$ cat src/rtl/riscv_defines.sv
// Shared RISC-V widths, multiply opcodes and the multiply-arbiter state type.
package riscv_defines;

  localparam int XLEN         = 32;
  localparam int ALU_OP_WIDTH = 7;

  localparam logic [ALU_OP_WIDTH-1:0] ALU_MUL    = 7'b0110000;
  localparam logic [ALU_OP_WIDTH-1:0] ALU_MULH   = 7'b0110001;
  localparam logic [ALU_OP_WIDTH-1:0] ALU_MULHSU = 7'b0110010;
  localparam logic [ALU_OP_WIDTH-1:0] ALU_MULHU  = 7'b0110011;

  typedef enum logic [1:0] {
    IDLE  = 2'd0,
    ISSUE = 2'd1,
    WAIT  = 2'd2,
    DRAIN = 2'd3
  } mul_arb_state_t;

endpackage

$ cat src/rtl/asa_riscv_rr_arb2.sv
// Two-way round-robin picker; ptr names the requester granted last.
module asa_riscv_rr_arb2 (
  input  logic [1:0] req,
  input  logic       advance,
  input  logic       ptr,
  output logic [1:0] gnt,
  output logic       ptr_nxt
);

  always_comb begin
    gnt = 2'b00;
    case (req)
      2'b01:   gnt = 2'b01;
      2'b10:   gnt = 2'b10;
      2'b11:   gnt = ptr ? 2'b01 : 2'b10;
      default: gnt = 2'b00;
    endcase
  end

  assign ptr_nxt = advance ? gnt[1] : ptr;

endmodule

$ cat src/rtl/asa_riscv_mul_arb.sv
// Arbitrates two requesters onto one shared multiplier, one operation in flight,
// with flush, timeout abort and per-owner response routing.
module asa_riscv_mul_arb
  import riscv_defines::*;
#(
  parameter int TIMEOUT = 15
) (
  input  logic                    clk,
  input  logic                    rstn,
  input  logic                    r0_vld,
  output logic                    r0_rdy,
  input  logic [ALU_OP_WIDTH-1:0] r0_op,
  input  logic [XLEN-1:0]         r0_opA,
  input  logic [XLEN-1:0]         r0_opB,
  output logic                    r0_rsp_vld,
  output logic [XLEN-1:0]         r0_rsp_r,
  input  logic                    r1_vld,
  output logic                    r1_rdy,
  input  logic [ALU_OP_WIDTH-1:0] r1_op,
  input  logic [XLEN-1:0]         r1_opA,
  input  logic [XLEN-1:0]         r1_opB,
  output logic                    r1_rsp_vld,
  output logic [XLEN-1:0]         r1_rsp_r,
  input  logic                    flush,
  output logic                    mul_vld,
  output logic [ALU_OP_WIDTH-1:0] mul_op,
  output logic [XLEN-1:0]         mul_opA,
  output logic [XLEN-1:0]         mul_opB,
  input  logic                    mul_busy,
  input  logic                    mul_bubble,
  input  logic [XLEN-1:0]         mul_r,
  output logic                    timeout_err
);

  localparam int CNT_W = ($clog2(TIMEOUT + 1) > 4) ? $clog2(TIMEOUT + 1) : 4;
  localparam logic [CNT_W-1:0] CNT_MAX = CNT_W'(TIMEOUT);

  mul_arb_state_t          state_q, state_d;
  logic [CNT_W-1:0]        cnt_q, cnt_d;
  logic [ALU_OP_WIDTH-1:0] op_q, op_d;
  logic [XLEN-1:0]         opa_q, opa_d, opb_q, opb_d;
  logic                    owner_q, owner_d;
  logic                    ptr_q, ptr_d;
  logic [1:0]              rsp_vld_q, rsp_vld_d;
  logic [XLEN-1:0]         rsp_r_q, rsp_r_d;
  logic                    err_q, err_d;
  logic [1:0]              req, gnt;
  logic                    hs;

  assign req = (state_q == IDLE && !flush) ? {r1_vld, r0_vld} : 2'b00;
  assign hs  = |gnt;

  asa_riscv_rr_arb2 u_rr (
    .req     (req),
    .advance (hs),
    .ptr     (ptr_q),
    .gnt     (gnt),
    .ptr_nxt (ptr_d)
  );

  always_comb begin
    state_d   = state_q;
    cnt_d     = cnt_q;
    op_d      = op_q;
    opa_d     = opa_q;
    opb_d     = opb_q;
    owner_d   = owner_q;
    rsp_vld_d = 2'b00;
    rsp_r_d   = rsp_r_q;
    err_d     = err_q;
    mul_vld   = 1'b0;
    case (state_q)
      IDLE: begin
        if (hs) begin
          op_d    = gnt[1] ? r1_op  : r0_op;
          opa_d   = gnt[1] ? r1_opA : r0_opA;
          opb_d   = gnt[1] ? r1_opB : r0_opB;
          owner_d = gnt[1];
          state_d = ISSUE;
        end
      end
      ISSUE: begin
        if (flush) begin
          state_d = IDLE;
        end else if (!mul_busy) begin
          mul_vld = 1'b1;
          cnt_d   = '0;
          state_d = WAIT;
        end
      end
      WAIT: begin
        // A result arriving together with flush is dropped; the multiplier is already done.
        if (!mul_bubble) begin
          if (!flush) begin
            rsp_vld_d[owner_q] = 1'b1;
            rsp_r_d            = mul_r;
          end
          state_d = IDLE;
        end else if (flush) begin
          cnt_d   = '0;
          state_d = DRAIN;
        end else if (cnt_q == CNT_MAX) begin
          err_d              = 1'b1;
          rsp_vld_d[owner_q] = 1'b1;
          rsp_r_d            = '0;
          state_d            = IDLE;
        end else begin
          cnt_d = cnt_q + 1'b1;
        end
      end
      DRAIN: begin
        if (!mul_bubble) begin
          state_d = IDLE;
        end else if (cnt_q == CNT_MAX) begin
          err_d   = 1'b1;
          state_d = IDLE;
        end else begin
          cnt_d = cnt_q + 1'b1;
        end
      end
      default: state_d = IDLE;
    endcase
  end

  always_ff @(posedge clk or negedge rstn) begin
    if (!rstn) begin
      state_q   <= IDLE;
      cnt_q     <= '0;
      op_q      <= '0;
      opa_q     <= '0;
      opb_q     <= '0;
      owner_q   <= 1'b0;
      ptr_q     <= 1'b1;
      rsp_vld_q <= 2'b00;
      rsp_r_q   <= '0;
      err_q     <= 1'b0;
    end else begin
      state_q   <= state_d;
      cnt_q     <= cnt_d;
      op_q      <= op_d;
      opa_q     <= opa_d;
      opb_q     <= opb_d;
      owner_q   <= owner_d;
      ptr_q     <= ptr_d;
      rsp_vld_q <= rsp_vld_d;
      rsp_r_q   <= rsp_r_d;
      err_q     <= err_d;
    end
  end

  assign r0_rdy      = gnt[0];
  assign r1_rdy      = gnt[1];
  assign r0_rsp_vld  = rsp_vld_q[0];
  assign r1_rsp_vld  = rsp_vld_q[1];
  assign r0_rsp_r    = rsp_vld_q[0] ? rsp_r_q : '0;
  assign r1_rsp_r    = rsp_vld_q[1] ? rsp_r_q : '0;
  assign mul_op      = op_q;
  assign mul_opA     = opa_q;
  assign mul_opB     = opb_q;
  assign timeout_err = err_q;

endmodule
$ cat config.mk
export PLATFORM = sky130hd
export DESIGN_NAME = asa_riscv_mul_arb
export DESIGN_NICKNAME = d
export VERILOG_FILES = /design/src/rtl/riscv_defines.sv /design/src/rtl/asa_riscv_rr_arb2.sv /design/src/rtl/asa_riscv_mul_arb.sv
export SDC_FILE = /design/constraint.sdc
export NUM_CORES = 1
export LEC_CHECK = 0
export ABC_AREA = 1
export CELL_PAD_IN_SITES_DETAIL_PLACEMENT = 1
export CELL_PAD_IN_SITES_GLOBAL_PLACEMENT = 1
export CORE_MARGIN = 5
export CORE_UTILIZATION = 29
export CTS_CLUSTER_DIAMETER = 60
export DETAILED_ROUTE_END_ITERATION = 8
export PLACE_DENSITY_LB_ADDON = 0.1
export SYNTH_ARGS = -nofsm -noshare
export SYNTH_HDL_FRONTEND = slang
export SYNTH_SLANG_ARGS = --single-unit
export TNS_END_PERCENT = 100
$ cat constraint.sdc
create_clock -name clk -period 3.6 [get_ports clk]
set_clock_uncertainty 0.2 [all_clocks]
set_input_delay 0.9 -clock clk [delete_from_list [all_inputs] [get_ports clk]]
set_output_delay 0.9 -clock clk [all_outputs]
set_load 0.01 [all_outputs]
Word-level counts from Yosys, hierarchy flattened

Index checks and enable logic that the tools add are counted.

Register bits: 114
Input port bits: 181
Logic and storage cells: 83
Output and inout bits: 141

Reduce and logical (&&, ||, !) cells: 12
Muxes and demuxes: 42
Bitwise operators: 1
Add/sub/neg operators: 1
Equal/unequal tests: 15
Magnitude comparators: 2

Operators with widths:

| kind                                                       | number |
|---|---|
| two-way mux 32 bit                                         | 8 |
| two-way mux 2 bit                                          | 14 |
| two-way mux 4 bit                                          | 6 |
| case mux 4 bit (3 select lines)                            | 1 |
| inequality test 2 bit, second input constant               | 5 |
| == test 2 bit, second input constant                       | 4 |
| two-way mux 1 bit                                          | 8 |
| case mux 2 bit (4 select lines)                            | 1 |
| two-way mux 7 bit                                          | 1 |
| case mux 2 bit (3 select lines)                            | 1 |
| AND reduction 5 bit                                        | 1 |
| adder 4 x 1 -> 4 bit, second input constant                | 1 |
| == test 2 x 1 -> 1 bit, second input constant              | 2 |
| == test 4 bit, second input constant                       | 1 |
| inequality test 2 x 1 -> 1 bit, second input constant      | 2 |
| AND reduction 2 bit                                        | 2 |
| AND reduction 4 bit                                        | 1 |
| inequality test 3 bit, second input constant               | 1 |
| AND reduction 3 bit                                        | 1 |
| nonzero test 3 bit                                         | 1 |
| logical AND 1 bit                                          | 2 |
| logical NOT 2 bit                                          | 1 |
| less-than comparator 1 x 2 -> 1 bit, second input constant | 1 |
| case mux 1 bit (2 select lines)                            | 1 |
| other kinds (6)                                            | 6 |

Longest topological paths before layout

Depth in word-level cells: 8
Depth in mapped cells: 10
Gate-level depth less buffers: 8

By module

A second synthesis with hierarchy kept.

Cell total of the unflattened synthesis: 749
Area, all modules: 5565.3 um2

By module, submodules not included:

| module            | instances | cells each | area each (um2) |
|---|---|---|---|
| asa_riscv_mul_arb | 1         | 741        | 5527.8 |
| asa_riscv_rr_arb2 | 1         | 8          | 37.5 |

Least setup slack after synthesis

OpenSTA, ideal clock, no wires.

Kind: input to output
Start: input flush
End: output r0_rdy
Arrival time: 1.629 ns
Required time: 2.500 ns
Stages: 5
Setup slack: 0.871 ns
Cell sequence: nor2_4 buf_6 buf_4 nand2_1 a31oi_1

Longest elaborated chain between the ends: 5

RTL lines:

| item                                                    | line                    | source |
|---|---|---|
| start, declared                                         | asa_riscv_mul_arb.sv:24 | `input logic flush,` |
| logical NOT 1 bit (*)                                   | -                       |  |
| logical AND 1 bit (*)                                   | asa_riscv_mul_arb.sv:50 | `assign req = (state_q == IDLE && !flush) ? {r1_vld, r0_vld} : 2'b00;` |
| two-way mux 2 bit (*)                                   | asa_riscv_mul_arb.sv:50 |  |
| == test 2 bit or == test 2 x 1 -> 1 bit (tied branches) | asa_riscv_rr_arb2.sv:12 | `case (req)` |
| case mux 2 bit (3 select lines) (*)                     | asa_riscv_rr_arb2.sv:12 |  |
| end, declared                                           | asa_riscv_mul_arb.sv:11 | `output logic r0_rdy,` |

Mark *: on every way between the ends. The rest lies on a longest branch, timed or not.

Worst setup path after layout

Same ends and word-level chain as after synthesis.

==> out/qor.yml <==
cp-start-kind: "input pin"
slowest_delay_ns: 0.56
drt-vias-per-instance: 4.46
cp-end-kind: "primary output"
drc: 0
status: "finished, final reports clean"
drive_gt1_frac: 0.0950
grt_usage: 0.194
yosys.area_share.simple: 0.427
cts_setup_buffers: 0
synth_top_family_by_area: "simple AND/OR/NAND/NOR gates"
fp.dieW_um: 158
timing_worst_setup_path_type: "in2out"
drt-total-wl_um: 24100
ys_async_sr_fraction: 1.00
arrival_ns: 2.34
power_mw: 6.10
min_to: "rsp_vld_q[0]"
grt_start_max_net_pins: 72
ys.flop_type: "dfrtp_1"
peakVddDrop_v: 0.000317
cp_cell_sequence: "clkdlybuf4s50_1, nor2_4, nand2_1, a31oi_1, clkdlybuf4s50_1"
synth_compound_area_frac: 0.0112
yosys.cell_count.top_type: "nand2_1"
portBuffers: 321
cts_root_buf: "clkbuf_16"
p_per_area_nw_per_um2: 593
finalHoldViolations: 0
hpwlAfterDp_um: 17700
gp_congestion: 0.839
start_util: 0.292
cts_tree: "built"
yosysTopAreaCellShare: 0.446
synth_fp_nets: 1077
period_share: 0.956
avgRoutedWirePerCell_um: 16.2
cts_resized: 0
hold_buffers: 0
ys_ff_latch: 114
whs_path_depth: 1
synth_area_um2: 6340
cts_buffer_depth: 2
num_vias: 6647
cp_data_required_time_ns: 2.50
nets: 1381
regToRegStartpoint: "state_q[0]"
reg2reg_to: "mul_opB[0]"
r2r_cells: 10
ys_types: 27
power.leakage_nw: 5.42
r2r_slack_ns: 1.18
firstDrtPassIters: 4
synth-xor-area-share: 0
grt_pass1_vias: 6903
synth_commonest_cells: "453 x nand2_1, 113 x dfrtp_1, 107 x nand3_1"
rsz0062_at_grt: "false"
grt_antenna_before_repair: 2
coreArea_um2: 21700
synth.mux.area_fraction: 0
ys_top_cells_by_area: "dfrtp_1 45%, nand2_1 27%, nand3_1 8.4%, nand2_2 5.7%, inv_1 4.5%"
fp-row-count: 54
crit_path_top_delay_cell: "clkdlybuf4s50_1"
hp-class: "reg2reg"
fin_hold_ws_ns: 0.226
clock-sinks: 114
clk_latency_ns: 0.40
slew_headroom: 0.437
drt_iter0_drc: 283
clkTransAtPathRegs_ns: 0.05
grt-ovfl-total: 0
grt_pass1_wl_um: 37900
hold_start: "owner_q"
finish.utilization: 0.474
period_needed_ns: 3.44
maxCapViolations: 0
area_growth_pct: 62.2
path_max_fanout: 5
htreeDepth: 4
setup_tns_ns: 0
worst_pin_slew_ns: 0.844
ioPinCount: 322
die_area_um2: 24900
die-height_um: 158
synth_top_area_cell: "dfrtp_1"
yosys_warnings: 0
seq_area_frac_synth: 0.450
num_antenna_cells: 0
ant_nets: 0
setup_viol: 0
synth_edf_count: 0
syn_avg_cell_area_um2: 7.08
drv_slew: 0
cp_common_cell: "clkdlybuf4s50_1"
max_freq_ghz: 0.291
cts_buffers: 17
synth_fa_ha_area_frac: 0.00197
netlist_instances: 895
cells in the final DEF (no fill, tap or decap), drive strengths merged, types with 2 or more instances in the layout:
master	count
clkinv	3
nand2	512
clkdlybuf4s50	320
nor2	13
nor3	2
inv	80
nand4	3
clkbuf	21
nand3	107
buf	18
dfrtp	113
o21ai	6
clkinvlp	3
bufinv	4
metal layers:
metal  part of all wire  vias up  track usage
met5             0.0010        -            0
met4              0.029        4       0.0713
met3              0.090       37       0.0659
met2               0.48      211        0.330
met1               0.40     3086        0.227
li1                   -     3309            -
registers in the layout, indices dropped and copies added (netlist names):
signal / flops
rsp_vld_q: 2
cnt_q: 4
ptr_q: 1
mul_opB: 32
rsp_r_q: 32
mul_opA: 32
state_q: 2
timeout_err: 1
owner_q: 1
mul_op: 7
cells by family after synthesis:
kind of cell	count (synthesis)
compound gates	10
fa+ha+maj	1
simple gates	637
buf+inv	133
flops	114
per-stage QoR:
step / worst slack [ns] / std cells / cell area, um^2
floorplan: 0.871 / 895 / 6340
global placement: 0.144 / 1460 / 9670
detailed placement: 0.164 / 1460 / 9670
CTS: 0.150 / 1491 / 10300
global route: 0.104 / 1491 / 10300
finish: 0.159 / 1491 / 10300
worst max path at each step:
stage	from	to	slack [ns]	cells after the start
floorplan	flush	r0_rdy	0.87	5
global placement	flush	r0_rdy	0.14	5
detailed placement	flush	r0_rdy	0.16	5
CTS	flush	r0_rdy	0.15	5
global route	flush	r0_rdy	0.10	5
finish	flush	r0_rdy	0.16	5
layout make-up:
type,count,area [um^2]
Multi-Input combinational cell,648,2800
Timing Repair Buffer,338,3360
Sequential cell,114,2850
Tap cell,280,350
Inverter,80,300
Fill cell,2698,11400
Clock inverter,10,158
Clock buffer,21,460
report_power, final:
group          internal, mW  switching (mW)  total [mW]
clock                  1.19           0.594        1.78
combinational          1.07            1.10        2.16
sequential             1.81           0.353        2.16
critical path, delay by kind of cell:
| family | cells | cell delay (ns) |
|---|---|---|
| buffers and inverters | 2 | 1.02 |
| AND/OR/NAND/NOR | 2 | 0.28 |
| AO/OA/AOI/OAI | 1 | 0.15 |
Note: power is estimated with default switching activity, not from simulation.
